File: src/rtl/sdrc_burst_addr_seq.sv
// Burst address sequencer for the SDRAM transfer controller.
// Takes one burst request (start address + beat count) and issues one
// address per accepted beat. When a beat leaves the last column of a page,
// it waits for a row re-open handshake (pg_req/pg_ack) before continuing.
module sdrc_burst_addr_seq #(
  parameter int AW = 13,
  parameter int LW = 8
) (
  input  logic          clk,
  input  logic          reset_n,
  input  logic [1:0]    cfg_colbits,
  input  logic          req_valid,
  output logic          req_ready,
  input  logic [AW-1:0] req_addr,
  input  logic [LW-1:0] req_len,
  output logic          beat_valid,
  input  logic          beat_ready,
  output logic [AW-1:0] beat_addr,
  output logic          beat_last,
  output logic          pg_req,
  input  logic          pg_ack,
  input  logic          abort,
  output logic          busy,
  output logic          done
);

  typedef enum logic [1:0] {
    S_IDLE   = 2'd0,
    S_RUN    = 2'd1,
    S_PGWAIT = 2'd2
  } state_e;

  state_e        state_q, state_d;
  logic [AW-1:0] addr_q, addr_d;
  logic [LW-1:0] rem_q, rem_d;
  logic [1:0]    colbits_q, colbits_d;
  logic          done_q, done_d;

  logic          xfer_s;
  logic          last_s;
  logic          col_end_s;

  // True when the column field of a (8..11 bits wide) is all ones.
  function automatic logic col_at_end(input logic [AW-1:0] a, input logic [1:0] cb);
    logic [AW-1:0] mask;
    case (cb)
      2'b00:   mask = AW'(11'h0FF);
      2'b01:   mask = AW'(11'h1FF);
      2'b10:   mask = AW'(11'h3FF);
      2'b11:   mask = AW'(11'h7FF);
      default: mask = AW'(11'h0FF);
    endcase
    return ((a & mask) == mask);
  endfunction

  assign xfer_s    = (state_q == S_RUN) && beat_ready;
  assign last_s    = (rem_q == LW'(1));
  assign col_end_s = col_at_end(addr_q, colbits_q);

  // State and datapath registers.
  always_ff @(posedge clk or negedge reset_n) begin
    if (!reset_n) begin
      state_q   <= S_IDLE;
      addr_q    <= {AW{1'b0}};
      rem_q     <= {LW{1'b0}};
      colbits_q <= 2'b00;
      done_q    <= 1'b0;
    end else begin
      state_q   <= state_d;
      addr_q    <= addr_d;
      rem_q     <= rem_d;
      colbits_q <= colbits_d;
      done_q    <= done_d;
    end
  end

  // Next-state and datapath update; abort outranks completion and page waits.
  always_comb begin
    state_d   = state_q;
    addr_d    = addr_q;
    rem_d     = rem_q;
    colbits_d = colbits_q;
    done_d    = 1'b0;
    case (state_q)
      S_IDLE: begin
        if (req_valid) begin
          addr_d    = req_addr;
          rem_d     = req_len;
          colbits_d = cfg_colbits;
          if (req_len == {LW{1'b0}}) begin
            // Empty burst: nothing to issue, just report completion.
            state_d = S_IDLE;
            done_d  = 1'b1;
          end else begin
            state_d = S_RUN;
          end
        end else begin
          state_d = S_IDLE;
        end
      end
      S_RUN: begin
        if (xfer_s) begin
          addr_d = addr_q + AW'(1);
          rem_d  = rem_q - LW'(1);
        end else begin
          addr_d = addr_q;
          rem_d  = rem_q;
        end
        if (abort) begin
          state_d = S_IDLE;
          rem_d   = {LW{1'b0}};
          done_d  = 1'b1;
        end else if (xfer_s && last_s) begin
          // Final beat wins over a page crossing on the same beat.
          state_d = S_IDLE;
          done_d  = 1'b1;
        end else if (xfer_s && col_end_s) begin
          state_d = S_PGWAIT;
        end else begin
          state_d = S_RUN;
        end
      end
      S_PGWAIT: begin
        if (abort) begin
          state_d = S_IDLE;
          rem_d   = {LW{1'b0}};
          done_d  = 1'b1;
        end else if (pg_ack) begin
          state_d = S_RUN;
        end else begin
          state_d = S_PGWAIT;
        end
      end
      default: begin
        state_d = S_IDLE;
        rem_d   = {LW{1'b0}};
      end
    endcase
  end

  // Output decode from registered state only.
  always_comb begin
    req_ready  = 1'b0;
    beat_valid = 1'b0;
    beat_last  = 1'b0;
    pg_req     = 1'b0;
    busy       = 1'b0;
    beat_addr  = addr_q;
    done       = done_q;
    case (state_q)
      S_IDLE: begin
        req_ready = 1'b1;
      end
      S_RUN: begin
        beat_valid = 1'b1;
        beat_last  = last_s;
        busy       = 1'b1;
      end
      S_PGWAIT: begin
        pg_req = 1'b1;
        busy   = 1'b1;
      end
      default: begin
        req_ready = 1'b0;
      end
    endcase
  end

endmodule

File: config.mk
export PLATFORM = sky130hd
export DESIGN_NAME = sdrc_burst_addr_seq
export DESIGN_NICKNAME = d
export VERILOG_FILES = /design/src/rtl/sdrc_burst_addr_seq.sv
export SDC_FILE = /design/constraint.sdc
export NUM_CORES = 1
export LEC_CHECK = 0
export CAP_MARGIN = 30
export CORE_MARGIN = 1
export CORE_UTILIZATION = 36
export DETAILED_ROUTE_END_ITERATION = 10
export GPL_TIMING_DRIVEN = 0
export SETUP_SLACK_MARGIN = 0.02
export SLEW_MARGIN = 20
export SYNTH_ARGS = -nofsm -noshare
export SYNTH_HDL_FRONTEND = slang
export SYNTH_SLANG_ARGS = --single-unit
File: constraint.sdc
create_clock -name clk -period 2.6 [get_ports clk]
set_clock_uncertainty 0.15 [all_clocks]
set_input_delay 0.78 -clock clk [delete_from_list [all_inputs] [get_ports clk]]
set_output_delay 0.78 -clock clk [all_outputs]
set_load 0.02 [all_outputs]
==> results_dict.tcl <==
set metrics [dict create \
    synthAdderAreaFrac 0.05140 \
    powerDensity_nw_per_um2 883.1 \
    firstDrtPassIters 7 \
    yosysSeqAreaShare 0.3818 \
    status "finished with violations" \
    dp_hpwl_um 3448 \
    grt.overflow.total 0 \
    coreArea_um2 4444 \
    fin_crit_ns 2.506 \
    yosys_most_used_dff "dfrtp_1" \
    cap_violations 0 \
    cp-startpoint "rem_q[3]" \
    synth_cell_types 43 \
    ys_async_sr_fraction 1.000 \
    cp.required_ns 1.67 \
    ctsHoldBuffers 0 \
    wl_um 4780 \
    power.leakage_nw 0.9532 \
    synth_compound_area_frac 0.2026 \
    min_period_over_period 0.9640 \
    worst_pin_slew_ns 0.6125 \
    setup_ws_ns 0.09357 \
    synthSimpleGateAreaFrac 0.2673 \
    layout.nets 282 \
    fmax_mhz 399.0 \
    clock_latency_ns 0.27 \
    worstSetupStartpointType "flop" \
    area_growth_syn_to_layout_pct 36.78 \
    failed_checks "design-rule violations" \
    postSynthAreaPerCell_um2 8.876 \
    synth_xor_area_frac 0 \
    yosysWarnings 0 \
    peakVddDrop_v 0.0004072 \
    arrival_ns 1.58 \
    netlist_top_cells_area "dfrtp_1 (38%), ha_1 (5.1%), a21oi_1 (5.0%)" \
    crit_fanout 2 \
    hold_viol 0 \
    design.die.area_um2 5013 \
    viasPerCell 5.747 \
    clkTransAtPathRegs_ns 0.09 \
    ys_ff_latch 26 \
    wire_per_inst_um 16.15 \
    grt_max_degree 27 \
    rsz0062_at_grt "true" \
    antenna_found_initial 0 \
    die_width_um 70.80 \
    syn_area_um2 1704 \
    synth_nets 228 \
    cts_max_level 1 \
    finalSetupViolations 0 \
    place_congestion 0.8322 \
    synth_top_family_by_area "simple AND/OR/NAND/NOR gates" \
    grt_pass1_wl_um 8190 \
    synth_edf_count 0 \
    diodes 0 \
    yosys.area.top_type_share 0.3818 \
    holdWs_ns 0.3428 \
    end_kind "output port" \
    cts_root_buffer "clkbuf_8" \
    slew_violations 0 \
    yosysMostFrequentCell "dfrtp_1" \
    drt_iter0_drc 145 \
    clockBufferDepth 2 \
    cts_buffers 3 \
    syn-instance-count 192 \
    drc_errors 8 \
    post-synth-top-area-cell "dfrtp_1" \
    cts_sinks 26 \
    synthTopCellsByCount "dfrtp_1 (26), nand2_1 (18), a21oi_1 (17)" \
    io_pins 48 \
    grt_use_total 0.2070 \
    grt_pass1_vias 1660 \
    place_ws_ns -0.4940 \
    cts_tree "yes" \
    detail-route-antenna-nets 0 \
    drive_gt1_frac 0.09836 \
    start_util 0.3834 \
    dr_total_vias 1701 \
    r2r-start "state_q[1]" \
    die_h_um 70.80 \
    synth_mux_area_frac 0.05507 \
    path_class "flop to output port" \
    holdCritPathClass "input port to asynchronous set/reset pin" \
    relSlewSlack 0.5890 \
    io_buffers 47 \
    rows 24 \
]
==> sequential cells by signal (all words and copies together), names as in the netlist <==
register   count
colbits_q      2
rem_q          8
state_q        2
done           1
beat_addr     13
==> power breakdown <==
group / leakage [nW] / switching [W] / internal [W]
sequential: 0.314 / 0.000201 / 0.000555
clock: 0.0216 / 0.000132 / 0.000104
combinational: 0.617 / 0.000562 / 0.000504
==> worst paths after layout <==
path                             endpoint  slack, ns  depth (start not counted)
worst min-delay path             rem_q[3]       0.34                          1
max in group asynchronous        rem_q[3]       1.55                          1
worst max register to register   rem_q[1]       0.22                          8
worst max-delay path            beat_last       0.09                          3
worst min register to register   rem_q[6]       0.35                          1
min in group clk                 rem_q[6]       0.35                          1
==> metal layers <==
layer	global-route usage	vias up	share of wire
met5	0	-	0
met4	0.05778	0	0.010
met3	0.01709	5	0.045
met2	0.3184	54	0.43
met1	0.3121	807	0.51
li1	-	835	-
==> final cells by class <==
class / count / area [µm²]
Timing Repair Buffer: 50 / 495.5
Clock buffer: 3 / 41.29
Buffer: 8 / 48.80
Fill cell: 434 / 2113
Sequential cell: 26 / 651.9
Multi-Input combinational cell: 150 / 999.7
Inverter: 7 / 28.78
Tap cell: 52 / 65.06
==> logic make-up (layout without fill, tap and decap cells) <==
logic type | Yosys count | in the layout
compound gates | 53 | 53
fa+ha+maj | 7 | 7
flops | 26 | 26
buf+inv | 16 | 68
mux | 9 | 9
simple gates | 81 | 81
==> cell usage in the layout (no fill, tap or decap), types with 4 or more instances in the layout <==
cell type / synthesis / final
a21oi_1: 17 / 17
buf_4: 0 / 4
clkdlybuf4s50_1: 0 / 41
dfrtp_1: 26 / 25
dlymetal6s2s_1: 0 / 4
ha_1: 7 / 6
inv_1: 5 / 4
mux2i_1: 6 / 6
nand2_1: 18 / 18
nand2b_1: 4 / 4
nand3_1: 16 / 16
nor2_1: 7 / 7
nor2b_1: 5 / 5
nor3_1: 7 / 7
nor4_1: 9 / 8
o21ai_1: 7 / 7
o22ai_1: 5 / 5
o2bb2ai_1: 7 / 7
==> per-stage QoR <==
step	utilization	total power (W)	instance area [µm²]	setup TNS, ns	std cells
floorplan	-	0.001365	1719	0	192
global route	0.5245	0.002221	2331	0	296
detailed placement	0.5062	0.001796	2250	-2.829	291
finish	0.5245	0.002059	2331	0	296
CTS	0.5214	0.002065	2317	0	296
global placement	0.5073	0.001792	2255	-2.782	291
==> critical path: stages, from the launching register on <==
cell,delay (ns)
dfrtp_2,0.42
or4_4,0.55
nor4_4,0.15
buf_4,0.18
==> what timing repair did <==
action                     CTS  global route
hold endpoints to repair     0             0
setup endpoints to repair    1            13
gates resized for setup      9             8
setup buffers                3             0
pin swaps                    2             0
Power figures use the tool's default switching activity.
